## config.mk

```make
export PLATFORM = sky130hd
export DESIGN_NAME = rtp_tx_scheduler
export DESIGN_NICKNAME = d
export VERILOG_FILES = /design/src/rtl/rtp_tx_scheduler.sv
export SDC_FILE = /design/constraint.sdc
export NUM_CORES = 1
export LEC_CHECK = 0
export ABC_AREA = 1
export BUFFER_PORTS_ARGS = -buffer_cell sky130_fd_sc_hd__clkbuf_2
export CAP_MARGIN = 20
export CORE_ASPECT_RATIO = 1.5
export CORE_MARGIN = 2
export CORE_UTILIZATION = 60
export CTS_BUF_LIST = sky130_fd_sc_hd__clkbuf_8 sky130_fd_sc_hd__clkbuf_16
export DETAILED_ROUTE_END_ITERATION = 6
export PLACE_DENSITY = 0.79
export SLEW_MARGIN = 10
export SYNTH_ARGS = -nofsm -noshare
export SYNTH_HDL_FRONTEND = slang
export SYNTH_SLANG_ARGS = --single-unit
export TNS_END_PERCENT = 1
```

## constraint.sdc

```tcl
create_clock -name clk -period 3.4 [get_ports clk]
set_input_delay 0.68 -clock clk [delete_from_list [all_inputs] [get_ports clk]]
set_output_delay 0.68 -clock clk [all_outputs]
set_load 0.05 [all_outputs]
```

## src/rtl/rtp_tx_scheduler.sv

```systemverilog
`default_nettype none
// ============================================================================
// Module   : rtp_tx_scheduler
// Purpose  : Two-channel round-robin RTP packetiser. It builds the 12-byte RTP
//            header for the granted channel, then streams that channel's
//            payload bytes. Sequence number, timestamp and first-packet
//            marker state are tracked per channel.
// Revision : 1.0 - initial release
// ============================================================================
module rtp_tx_scheduler #(
  parameter logic [15:0] RTP_HEADER_PARAM = 16'h8080,
  parameter logic [31:0] SSRC0            = 32'h12345678,
  parameter logic [31:0] SSRC1            = 32'h12345679,
  parameter int unsigned PAYLOAD_BYTES    = 948,
  parameter int unsigned TS_INCR          = 474
) (
  input  logic        clk,
  input  logic        rst_n,
  input  logic        ch0_req,
  output logic        ch0_gnt,
  output logic        ch0_rd_en,
  input  logic [7:0]  ch0_rd_data,
  input  logic        ch1_req,
  output logic        ch1_gnt,
  output logic        ch1_rd_en,
  input  logic [7:0]  ch1_rd_data,
  output logic        tx_valid,
  input  logic        tx_ready,
  output logic [7:0]  tx_data,
  output logic        tx_last,
  output logic [15:0] udp_send_data_length
);

  localparam logic [15:0] C_LAST_PAY = 16'(PAYLOAD_BYTES - 1);
  localparam logic [31:0] C_TS_INCR  = 32'(TS_INCR);
  localparam logic [3:0]  C_LAST_HDR = 4'd11;
  localparam logic [15:0] C_UDP_LEN  = 16'(PAYLOAD_BYTES + 12);

  typedef enum logic [1:0] {
    ST_IDLE    = 2'd0,
    ST_HEADER  = 2'd1,
    ST_PAYLOAD = 2'd2,
    ST_DONE    = 2'd3
  } state_t;

  state_t      state_q, state_d;
  logic        sel_q, sel_d;       // granted channel of the current packet
  logic        last_q, last_d;     // channel granted by the previous packet
  logic [3:0]  hdr_cnt_q, hdr_cnt_d;
  logic [15:0] pay_cnt_q, pay_cnt_d;
  logic [15:0] seq0_q, seq0_d, seq1_q, seq1_d;
  logic [31:0] ts0_q, ts0_d, ts1_q, ts1_d;
  logic [1:0]  first_q, first_d;   // per-channel "no packet sent yet" flag

  logic        w_xfer;
  logic        w_pay_last;
  logic        w_sel_first;
  logic [15:0] w_sel_seq;
  logic [31:0] w_sel_ts;
  logic [31:0] w_sel_ssrc;
  logic [95:0] w_hdr;
  logic [95:0] w_hdr_sh;
  logic [7:0]  w_hdr_byte;

  assign udp_send_data_length = C_UDP_LEN;

  // Grant is owned from HEADER through DONE; only one channel can be selected.
  assign ch0_gnt  = (state_q != ST_IDLE) & ~sel_q;
  assign ch1_gnt  = (state_q != ST_IDLE) &  sel_q;
  assign tx_valid = (state_q == ST_HEADER) | (state_q == ST_PAYLOAD);
  assign w_xfer   = tx_valid & tx_ready;
  assign w_pay_last = (pay_cnt_q == C_LAST_PAY);

  // Assemble the header of the granted channel and pick the current byte.
  always_comb begin
    w_sel_first = sel_q ? first_q[1] : first_q[0];
    w_sel_seq   = sel_q ? seq1_q : seq0_q;
    w_sel_ts    = sel_q ? ts1_q  : ts0_q;
    w_sel_ssrc  = sel_q ? SSRC1  : SSRC0;
    // Marker bit (byte 1, bit 7) is forced on the first packet of a channel.
    w_hdr = {RTP_HEADER_PARAM[15:8],
             RTP_HEADER_PARAM[7] | w_sel_first, RTP_HEADER_PARAM[6:0],
             w_sel_seq, w_sel_ts, w_sel_ssrc};
    w_hdr_sh   = w_hdr << {hdr_cnt_q, 3'b000};
    w_hdr_byte = w_hdr_sh[95:88];
  end

  // Next-state, datapath update and output decode of the packet FSM.
  always_comb begin
    state_d   = state_q;
    sel_d     = sel_q;
    last_d    = last_q;
    hdr_cnt_d = hdr_cnt_q;
    pay_cnt_d = pay_cnt_q;
    seq0_d    = seq0_q;
    seq1_d    = seq1_q;
    ts0_d     = ts0_q;
    ts1_d     = ts1_q;
    first_d   = first_q;
    tx_data   = 8'h00;
    tx_last   = 1'b0;
    ch0_rd_en = 1'b0;
    ch1_rd_en = 1'b0;

    case (state_q)
      ST_IDLE: begin
        if (ch0_req | ch1_req) begin
          // On a tie the channel that did not win last time is served.
          sel_d     = (ch0_req & ch1_req) ? ~last_q : ch1_req;
          hdr_cnt_d = 4'd0;
          state_d   = ST_HEADER;
        end
      end
      ST_HEADER: begin
        tx_data = w_hdr_byte;
        if (w_xfer) begin
          if (hdr_cnt_q == C_LAST_HDR) begin
            pay_cnt_d = 16'd0;
            state_d   = ST_PAYLOAD;
          end else begin
            hdr_cnt_d = hdr_cnt_q + 4'd1;
          end
        end
      end
      ST_PAYLOAD: begin
        // Show-ahead source: the byte is passed through and popped on transfer.
        tx_data   = sel_q ? ch1_rd_data : ch0_rd_data;
        tx_last   = w_pay_last;
        ch0_rd_en = w_xfer & ~sel_q;
        ch1_rd_en = w_xfer &  sel_q;
        if (w_xfer) begin
          if (w_pay_last) begin
            state_d = ST_DONE;
          end else begin
            pay_cnt_d = pay_cnt_q + 16'd1;
          end
        end
      end
      ST_DONE: begin
        if (sel_q) begin
          seq1_d     = seq1_q + 16'd1;
          ts1_d      = ts1_q + C_TS_INCR;
          first_d[1] = 1'b0;
        end else begin
          seq0_d     = seq0_q + 16'd1;
          ts0_d      = ts0_q + C_TS_INCR;
          first_d[0] = 1'b0;
        end
        last_d  = sel_q;
        state_d = ST_IDLE;
      end
      default: begin
        state_d = ST_IDLE;
      end
    endcase
  end

  // State and per-channel context registers; reset abandons any packet.
  always_ff @(posedge clk or negedge rst_n) begin
    if (!rst_n) begin
      state_q   <= ST_IDLE;
      sel_q     <= 1'b0;
      last_q    <= 1'b1;
      hdr_cnt_q <= 4'd0;
      pay_cnt_q <= 16'd0;
      seq0_q    <= 16'd0;
      seq1_q    <= 16'd0;
      ts0_q     <= 32'd0;
      ts1_q     <= 32'd0;
      first_q   <= 2'b11;
    end else begin
      state_q   <= state_d;
      sel_q     <= sel_d;
      last_q    <= last_d;
      hdr_cnt_q <= hdr_cnt_d;
      pay_cnt_q <= pay_cnt_d;
      seq0_q    <= seq0_d;
      seq1_q    <= seq1_d;
      ts0_q     <= ts0_d;
      ts1_q     <= ts1_d;
      first_q   <= first_d;
    end
  end

endmodule
`default_nettype wire

```

; ---- Word level (Yosys, flattened, before mapping)
; Cells that the tools add are included.
[word_totals]
word_cells = 72
ff_bits = 120
[classes]
n_shift = 1
muxes = 24
bitwise = 10
n_reduce_logical = 10
eq_ne = 12
addsub = 6
[op_table]
columns = op, count
row1 = $shl 96x7->96, 1
row2 = $mux 16, 5
row3 = $add 32x9->32 const B, 2
row4 = $add 16x1->16 const B, 3
row5 = $mux 32, 1
row6 = $pmux 16 s2, 1
row7 = $eq 16x10->1 const B, 1
row8 = $pmux 8 s2, 1
row9 = $mux 4, 3
row10 = $ne 2x2->1 const B, 6
row11 = $mux 2, 5
row12 = $reduce_and 5->1, 2
row13 = $mux 8, 1
row14 = $pmux 2 s4, 1
row15 = $pmux 4 s2, 1
row16 = $and 1x1->1, 6
row17 = $reduce_and 2->1, 3
row18 = $reduce_bool 2->1, 3
row19 = $mux 1, 5
row20 = $add 4x1->4 const B, 1
row21 = $eq 2x2->1 const B, 2
row22 = $eq 4x4->1 const B, 1
row23 = $reduce_and 4->1, 1
row24 = $eq 2x1->1 const B, 1
row25 = 4 further kinds, 6

; ---- Longest topological paths before layout
; Gate-level depths: netlist (run 1).
[logic_depth]
ltp_word = 5
depth_mapped = 11

; ---- Worst setup path before layout (run 1)
; OpenSTA, ideal clock, no wires.
[synth_timing]
path_type = register to output
from = reg state_q[1]
to = out ch0_rd_en
n_path_buf = 0
slack_ns = 0.492
path_stages_with_launch = 5
arrival_time_ns = 2.228
t_required_ns = 2.720
path_cell_list = dfrtp_1 inv_1 ha_1 nand2_1 nor3_1
[synth_between]
elab_chain_len = 5
[synth_lines]
columns = item, line_no
row1 = from (decl), 46  ; state_t state_q, state_d;
row2 = from (signal assigned), 172  ; state_q <= state_d;
row3 = $eq 2x1->1 / $eq 2x2->1 (equally long branches), 70  ; assign tx_valid = (state_q == ST_HEADER) | (state_q == ST_PAYLOAD);
row4 = $or 1x1->1 *, 70
row5 = named net tx_valid, 27  ; output logic tx_valid,
row6 = $and 1x1->1 *, 71  ; assign w_xfer = tx_valid & tx_ready;
row7 = $and 1x1->1 *, 129  ; ch0_rd_en = w_xfer & ~sel_q;
row8 = $mux 1 *, 105  ; case (state_q)
row9 = to (decl), 21  ; output logic ch0_rd_en,
; Mark *: on every way through the listed nets, which the timed path passes. The rest lies on a longest branch.

; ---- Worst setup path in the final report (run 1)
[layout_timing]
from = reg hdr_cnt_q[1]
to = out tx_data[4]
[layout_between]
elab_chain_len = 2
[layout_lines]
columns = item, line_no
row1 = from (decl), 49  ; logic [3:0] hdr_cnt_q, hdr_cnt_d;
row2 = from (signal assigned), 175  ; hdr_cnt_q <= hdr_cnt_d;
row3 = $shl 96x7->96, 84  ; w_hdr_sh = w_hdr << {hdr_cnt_q, 3'b000};
row4 = $pmux 8 s2, 105
row5 = to (decl), 29  ; output logic [7:0] tx_data,
; No other way between the ends.

==> key figures, run 1 <==
Timing
  • WHS: 0.217 ns
  • Final Max Tran Viols: 0
  • Final worst path period need: 3.18 ns
  • Worst Max-Slew Pin Slew: 0.581 ns
  • Fin Setup TNS: 0 ns
  • Fin. Hold Viols: 0
  • Fin worst setup slack: 0.222 ns
  • Final setup fails: 0
  • Final worst-path cycle share: 93.5%
  • RSZ-0062 raised after global routing: false
  • Fmax: 315 MHz
  • Worst relative slew slack: 61.2%
  • Post-Route Skew: 0.0102 ns

Placed design
  • # port buffers: 34
  • RePlAce Congestion: 0.935
  • Dpl ws: 0.673 ns
  • DP Wirelength: 13900 um
  • Dpl cells: 1234

Cells and area
  • Ant. Diodes: 0
  • Fin nets: 1129
  • Share of layout cells above drive strength 1: 9.64%
  • Area Growth Syn to Fin: 10.3%
  • Most frequent cells in the layout: 304 x nand2_1, 139 x inv_1, 116 x dfrtp_1
  • Layout Cells excl Fill: 1266
  • Most common cell after layout, fill and taps aside: nand2_1

Global routing
  • Vias in the first global route: 6883
  • Congestion Overflow GR: 0
  • Initial antenna violation count: 0
  • GRT Total Usage: 29.9%
  • First-pass GRT wire length: 31700 um
  • Largest net degree at the start of global routing: 57

Yosys
  • Seq/Total Area, Yosys: 38.7%
  • Synthesis warning total: 0
  • Syn avg cell area: 7.15 sq um
  • Netlist area before placement: 7630 sq um
  • Mapped Cells: 1067
  • Yosys reg bits: 118
  • Unique masters post-synth: 41

Power
  • Leak pwr: 4.19 nW
  • Total power: 6.08 mW
  • Power per Cell Area: 722 nW/um^2
  • Peak VDD IR: 0.000861 V

Clock network
  • Sink Count: 118
  • Reg clk slew, reported paths: 0.06 ns
  • H-tree depth: 4
  • Post-CTS setup buffers: 0
  • Latest clock arrival within the worst-skew pair: 0.43 ns
  • Clk buf depth: 2
  • Root buffer cell: clkbuf_16
  • Hold-fix buffers at CTS: 0
  • TritonCTS clock tree: yes
  • CTS Buf Count: 17
  • Post-CTS Resized: 0

Flow run
  • Max-Cap Viols: 0

Routing
  • Vias: 6967
  • Drt wl/cell: 14.9 um
  • Vias per inst: 5.50
  • WL final: 18800 um
  • DR pass1 iterations: 5
  • DRT iter0 DRCs: 443
  • Detail Route Antenna Nets: 0
  • Post-detailed-route DRC marker count: 0

Floorplanning
  • Row cnt: 50
  • Die area: 13700 sq um
  • Starting Density: 61.3%
  • Die X: 96.1 um
  • Top-Level Pins: 51
  • Die Span Y: 142 um
  • Total core area: 12400 sq um

Min path
  • Hold Path Class: in2async

Critical path
  • Crit path required time: 2.72 ns
  • Worst EP arrival: 2.50 ns
  • Max FO, Critical Path: 13
  • WS Path Type: reg2out
  • Crit start category: register
  • Reg2Reg Depth: 8
  • Worst Setup End Kind: output pin

Status
  • Status: finished, final reports clean
power breakdown:
part           internal (mW)  switching, mW  leakage [nW]
Combinational          0.650           1.72          2.33
Sequential              1.64          0.273          1.59
Clock                   1.10          0.690         0.281
Total                   3.39           2.68          4.19
sequential cells by signal, indices dropped and copies added (netlist names):
register   cells
sel_q          1
seq1_q        16
hdr_cnt_q      4
last_q         1
pay_cnt_q     16
seq0_q        16
ts0_q         31
state_q        2
ts1_q         31
final timing paths:
path | slack [ns] | end | start
max | 0.22 | tx_data[4] | hdr_cnt_q[1]$_DFFE_PN0P_
max in group asynchronous | 2.38 | last_q$_DFFE_PN1N_ | rst_n
max reg2reg | 1.17 | ts1_q[25]$_DFFE_PN0P_ | sel_q$_DFFE_PN0P_
min in group clk | 0.46 | last_q$_DFFE_PN1N_ | last_q$_DFFE_PN1N_
min | 0.22 | seq0_q[14]$_DFFE_PN0P_ | rst_n
min reg2reg | 0.46 | last_q$_DFFE_PN1N_ | last_q$_DFFE_PN1N_
layer usage:
layer / global-route usage, % / routed length (um) / vias to the layer above
li1: - / - / 3417
met1: 35.8 / 7470 / 3257
met2: 51.7 / 9780 / 234
met3: 4.29 / 819 / 59
met4: 14.1 / 731 / 0
met5: 0 / 0 / -
per-stage QoR:
stage,area (sq um),util [%]
global placement,7830,62.9
global route,8420,67.6
CTS,8420,67.6
floorplan,7680,-
detailed placement,7830,62.9
finish,8420,67.6
cell usage after synthesis (all sizes together):
| cell | number | area (sq um) |
|---|---|---|
| o211ai | 2 | 15.0 |
| clkbuf | 4 | 15.0 |
| dfstp | 1 | 26.3 |
| or2 | 2 | 12.5 |
| xor2 | 65 | 569 |
| a41oi | 1 | 8.76 |
| conb | 2 | 7.51 |
| a22oi | 3 | 22.5 |
| nor3 | 32 | 186 |
| nand4 | 25 | 163 |
| xnor2 | 11 | 96.3 |
| o31ai | 1 | 7.51 |
| nand2 | 307 | 1160 |
| o21ai | 53 | 265 |
| a21oi | 25 | 129 |
| nand3 | 113 | 576 |
| buf | 39 | 270 |
| inv | 144 | 546 |
| a31o | 1 | 8.76 |
| clkinv | 2 | 7.51 |
| nor4 | 4 | 25.0 |
| dfrtp | 117 | 2930 |
| ha | 11 | 138 |
| nand3b | 1 | 7.51 |
| a221oi | 4 | 35.0 |
| nor2 | 97 | 407 |
layout make-up:
type                    instances  area, sq um
repair buffers                 40          230
inverters                     146          553
well taps                     156          195
clock buffers                  18          439
multi-input cells             774         3890
fillers                      1091         4030
clock inverters                14          151
flip-flops and latches        118         2960
critical path: stages (launching register included):
cell,delay (ns)
dfrtp_1,0.58
clkinv_1,0.36
nor2_2,0.34
nand2_1,0.09
nand2_1,0.07
nand2_1,0.04
a21oi_1,0.26
clkbuf_2,0.34
logic make-up (layout without fill, tap and decap cells):
logic type / count (synthesis) / after routing / share of synthesized area, %
AND/OR/NAND/NOR: 581 / 581 / 33.2
buffers and inverters: 189 / 218 / 11.0
flip-flops: 118 / 118 / 38.7
AO/OA/AOI/OAI: 90 / 90 / 6.44
XOR/XNOR: 76 / 76 / 8.72
adder cells (fa/ha/maj): 11 / 11 / 1.80
other: 2 / 16 / 0.0984
Power figures use the tool's default switching activity.
==> run 2: changes to the inputs <==
--- a/config.mk
+++ b/config.mk
@@ -13,9 +13,10 @@
 export CORE_UTILIZATION = 60
 export CTS_BUF_LIST = sky130_fd_sc_hd__clkbuf_8 sky130_fd_sc_hd__clkbuf_16
 export DETAILED_ROUTE_END_ITERATION = 6
-export PLACE_DENSITY = 0.79
+export GPL_TIMING_DRIVEN = 0
+export PLACE_DENSITY = 0.91
 export SLEW_MARGIN = 10
 export SYNTH_ARGS = -nofsm -noshare
 export SYNTH_HDL_FRONTEND = slang
 export SYNTH_SLANG_ARGS = --single-unit
-export TNS_END_PERCENT = 1
+export TNS_END_PERCENT = 10
==> key figures, run 2 (synthesis gave the netlist of run 1 again) <==
Critical path
  • Worst Setup End Kind: output pin
  • Crit path required time: 2.72 ns
  • Slowest-stage cell, CP: dfrtp_1
  • Crit start category: register
  • Critical path cell sequence: inv_1 -> ha_1 -> inv_1 -> nor2_1 -> nand3_1 -> a21oi_1 -> clkbuf_2
  • Slowest stage delay, CP: 0.42 ns
  • WS Path Type: reg2out
  • Worst EP arrival: 2.40 ns
  • Setup slack, reg-to-reg: 1.40 ns
  • Max FO, Critical Path: 7
  • CP dominant cell by count: inv_1
  • Reg2reg start: state_q[0]$_DFFE_PN0P_
  • R2r endpoint: pay_cnt_q[9]$_DFFE_PN0P_
  • Reg2Reg Depth: 10

Clock network
  • Clk buf depth: 2
  • Post-CTS setup buffers: 0
  • H-tree depth: 4
  • TritonCTS clock tree: yes
  • Latest clock arrival within the worst-skew pair: 0.43 ns
  • Post-CTS Resized: 0
  • Hold-fix buffers at CTS: 0
  • CTS Buf Count: 17
  • Sink Count: 118
  • Reg clk slew, reported paths: 0.06 ns
  • Root buffer cell: clkbuf_16

Routing
  • Post-detailed-route DRC marker count: 0
  • WL final: 21200 um
  • Vias: 7610
  • DR pass1 iterations: 6
  • Detail Route Antenna Nets: 0
  • DRT iter0 DRCs: 737
  • Drt wl/cell: 16.3 um
  • Vias per inst: 5.84

Placed design
  • DP Wirelength: 15200 um
  • # port buffers: 34
  • RePlAce Congestion: 0.993

Timing
  • Fin. Hold Viols: 0
  • RSZ-0062 raised after global routing: false
  • Worst Max-Slew Pin Slew: 0.601 ns
  • WHS: 0.161 ns
  • Fin Setup TNS: 0 ns
  • Final setup fails: 0
  • Worst relative slew slack: 59.9%
  • Post-Route Skew: 0.00995 ns
  • Final worst-path cycle share: 90.6%
  • Final worst path period need: 3.08 ns
  • Final Max Tran Viols: 0
  • Fmax: 325 MHz

Global routing
  • Largest net degree at the start of global routing: 80
  • GRT Total Usage: 32.9%
  • Initial antenna violation count: 0
  • Congestion Overflow GR: 0
  • First-pass GRT wire length: 34600 um
  • Vias in the first global route: 7483

Power
  • Leak pwr: 4.36 nW
  • Peak VDD IR: 0.000809 V
  • Power per Cell Area: 728 nW/um^2

Cells and area
  • Ant. Diodes: 0
  • Fin nets: 1167
  • Most frequent cells in the layout: 304 x nand2_1, 138 x inv_1, 117 x dfrtp_1
  • Largest regs: ts0_q (31), ts1_q (31)
  • Most common cell after layout, fill and taps aside: nand2_1
  • Area Growth Syn to Fin: 13.3%
  • Share of layout cells above drive strength 1: 12.2%

Floorplanning
  • Die Span Y: 142 um
  • Die area: 13700 sq um
  • Top-Level Pins: 51
  • Starting Density: 61.3%
  • Total core area: 12400 sq um
  • Row cnt: 50
  • Die X: 96.1 um

Min path
  • Hold Path Class: in2async

Flow run
  • Max-Cap Viols: 0

Status
  • Status: finished, final reports clean
-- run 2: changes by cell type in the layout (fill, tap and decap cells not counted), sizes merged --
cell / before / now
clkinvlp: 4 / 1
buf: 7 / 40
bufinv: 2 / 0
clkbuf: 51 / 55
inv: 148 / 153
clkinv: 6 / 7
-- run 2: where the power goes --
group	switching [mW]	internal (mW)	leakage [nW]	total, mW
combinational	1.91	0.771	2.50	2.68
clock	0.757	0.960	0.274	1.72
sequential	0.258	1.64	1.59	1.90
total	2.92	3.37	4.36	6.30
-- run 2: worst max path at each step --
stage | startpoint | endpoint | cells past startpoint
global placement | rst_n | ts1_q[24]$_DFFE_PN0P_ | 1
detailed placement | state_q[1]$_DFFE_PN0P_ | tx_data[7] | 7
CTS | state_q[1]$_DFFE_PN0P_ | tx_data[7] | 7
floorplan | state_q[1]$_DFFE_PN0P_ | ch0_rd_en | 4
finish | state_q[1]$_DFFE_PN0P_ | tx_data[7] | 7
global route | state_q[1]$_DFFE_PN0P_ | tx_data[7] | 7
-- run 2: metal layers --
layer / routed length, um / GRT usage [%]
met1: 7670 / 37.6
met2: 10700 / 55.0
met3: 1540 / 6.89
met4: 1370 / 20.3
met5: 0 / 0
-- run 2: area by class of cell --
cell class | count | area, sq um
timing repair buffer | 35 | 206
tap | 156 | 195
buffer | 43 | 285
clock inverter | 15 | 135
sequential | 118 | 2950
multi-input combinational | 774 | 3890
fill | 954 | 3800
clock buffer | 17 | 425
inverter | 146 | 553
-- run 2: worst max-delay path, delay by kind of cell (launching register included) --
family	cells	cell delay [ns]
flops	1	0.42
compound gates	1	0.18
simple gates	2	0.44
fa+ha+maj	1	0.32
buf+inv	3	0.62
-- run 2: metrics by stage --
stage / cells / area (sq um) / utilization [%] / setup slack, ns / total power, mW
6_report: 1304 / 8650 / 69.4 / 0.321 / 6.30
3_3_place_gp: 1271 / 8050 / 64.7 / -0.0740 / 4.40
4_1_cts: 1304 / 8650 / 69.4 / 0.318 / 6.22
2_1_floorplan: 1081 / 7680 / - / 0.492 / 3.76
3_5_place_dp: 1272 / 8090 / 64.9 / 0.812 / 4.47
5_1_grt: 1304 / 8650 / 69.4 / 0.160 / 6.62
==> run 3: changes to the inputs <==
--- a/config.mk
+++ b/config.mk
@@ -13,7 +13,6 @@
 export CORE_UTILIZATION = 60
 export CTS_BUF_LIST = sky130_fd_sc_hd__clkbuf_8 sky130_fd_sc_hd__clkbuf_16
 export DETAILED_ROUTE_END_ITERATION = 6
-export GPL_TIMING_DRIVEN = 0
 export PLACE_DENSITY = 0.91
 export SLEW_MARGIN = 10
 export SYNTH_ARGS = -nofsm -noshare
==> key figures, run 3 (synthesis gave the netlist of run 1 again) <==
Clock network
  • Reg clk slew, reported paths: 0.06 ns
  • Post-CTS setup buffers: 0
  • Sink Count: 118
  • Latest clock arrival within the worst-skew pair: 0.42 ns
  • TritonCTS clock tree: yes
  • Hold-fix buffers at CTS: 0
  • Post-CTS Resized: 0
  • Root buffer cell: clkbuf_16
  • H-tree depth: 4
  • CTS Buf Count: 17
  • Clk buf depth: 2

Global routing
  • First-pass GRT wire length: 32400 um
  • Initial antenna violation count: 0
  • Congestion Overflow GR: 0
  • GRT Total Usage: 30.5%
  • Largest net degree at the start of global routing: 53
  • Vias in the first global route: 7205

Critical path
  • End of the critical path: tx_data[3]
  • Worst Setup End Kind: output pin
  • Slowest-stage cell, CP: dfrtp_1
  • Reg2Reg Depth: 8
  • Delay-heaviest family, CP: buffers and inverters
  • R2r endpoint: ts0_q[31]$_DFFE_PN0P_
  • Worst EP arrival: 2.47 ns
  • Max FO, Critical Path: 13
  • WS Path Type: reg2out
  • Setup slack, reg-to-reg: 1.19 ns
  • Slowest stage delay, CP: 0.58 ns
  • Crit start category: register
  • Critical path cell sequence: clkinv_1 -> nor2_2 -> nand3_1 -> nand2_1 -> inv_1 -> nand2_1 -> nand2_1 -> a21oi_1 -> clkbuf_2
  • Worst setup path startpoint: hdr_cnt_q[1]$_DFFE_PN0P_
  • CP dominant cell by count: nand2_1
  • Crit path required time: 2.72 ns
  • CP Depth: 9
  • Reg2reg start: sel_q$_DFFE_PN0P_
  • CP Buf/Inv Count: 3

Cells and area
  • Ant. Diodes: 0
  • Most common cell after layout, fill and taps aside: nand2_1
  • Area Growth Syn to Fin: 10.4%
  • Fin nets: 1129
  • Share of layout cells above drive strength 1: 9.73%
  • Finished Cell Area: 8430 sq um
  • Most frequent cells in the layout: 304 x nand2_1, 138 x inv_1, 116 x dfrtp_1
  • Largest regs: ts0_q (31), ts1_q (31)

Timing
  • Final worst-path cycle share: 92.6%
  • Fin Setup TNS: 0 ns
  • Final Max Tran Viols: 0
  • Final worst path period need: 3.15 ns
  • Worst Max-Slew Pin Slew: 0.694 ns
  • Worst relative slew slack: 53.7%
  • WHS: 0.297 ns
  • RSZ-0062 raised after global routing: false
  • Final setup fails: 0
  • Post-Route Skew: 0.00828 ns
  • Fmax: 318 MHz
  • Fin. Hold Viols: 0

Placed design
  • Placed cell area: 7830 sq um
  • RePlAce Congestion: 0.966
  • # port buffers: 34
  • DP Wirelength: 14000 um

Routing
  • DRT iter0 DRCs: 638
  • DR pass1 iterations: 6
  • Post-detailed-route DRC marker count: 0
  • Vias: 7293
  • Detail Route Antenna Nets: 0
  • Vias per inst: 5.76
  • WL final: 19600 um
  • Drt wl/cell: 15.5 um

Flow run
  • Max-Cap Viols: 0

Min path
  • Hold Path Class: in2async

Power
  • Leak pwr: 4.20 nW
  • Power per Cell Area: 731 nW/um^2
  • Total power: 6.16 mW
  • Peak VDD IR: 0.000583 V

Floorplanning
  • Total core area: 12400 sq um
  • Row cnt: 50
  • Top-Level Pins: 51
  • Die Span Y: 142 um
  • Die area: 13700 sq um
  • Starting Density: 61.3%
  • Die X: 96.1 um

Status
  • Status: finished, final reports clean
[run 3: cell types whose count changed in the layout (fill, tap and decap cells not counted), sizes merged]
cell	delta
bufinv	+2
clkbuf	-1
clkinv	-1
buf	-33
inv	-8
clkinvlp	+3
[run 3: report_power, final]
group	total [mW]	switching, mW	leakage [nW]	internal (mW)
logic	2.41	1.75	2.33	0.653
registers	1.93	0.292	1.59	1.64
clock network	1.82	0.668	0.287	1.15
[run 3: worst min path at each step]
stage	end	slack, ns	cells past startpoint
detailed placement	seq1_q[14]$_DFFE_PN0P_	0.47	1
finish	seq1_q[14]$_DFFE_PN0P_	0.30	1
global placement	last_q$_DFFE_PN1N_	0.45	2
floorplan	hdr_cnt_q[0]$_DFFE_PN0P_	0.38	0
global route	seq0_q[7]$_DFFE_PN0P_	0.35	1
CTS	seq1_q[14]$_DFFE_PN0P_	0.33	1
[run 3: cell type report]
cell class                 count  area (sq um)
fill                         959          4020
multi-input combinational    774          3890
sequential                   118          2960
inverter                     146           553
clock buffer                  21           480
timing repair buffer          40           230
tap                          156           195
clock inverter                11           123
[run 3: routing by layer]
layer | GRT usage, % | part of all wire (%)
met1 | 35.1 | 37
met2 | 51.8 | 51
met3 | 5.14 | 5.8
met4 | 18.9 | 6.3
met5 | 0 | 0
[run 3: stage by stage]
stage               setup slack, ns  std cells  util, %
floorplan                     0.492       1081        -
global placement              0.807       1234     62.9
detailed placement            0.754       1234     62.9
CTS                           0.303       1266     67.7
global route                0.00335       1266     67.7
finish                        0.251       1266     67.7
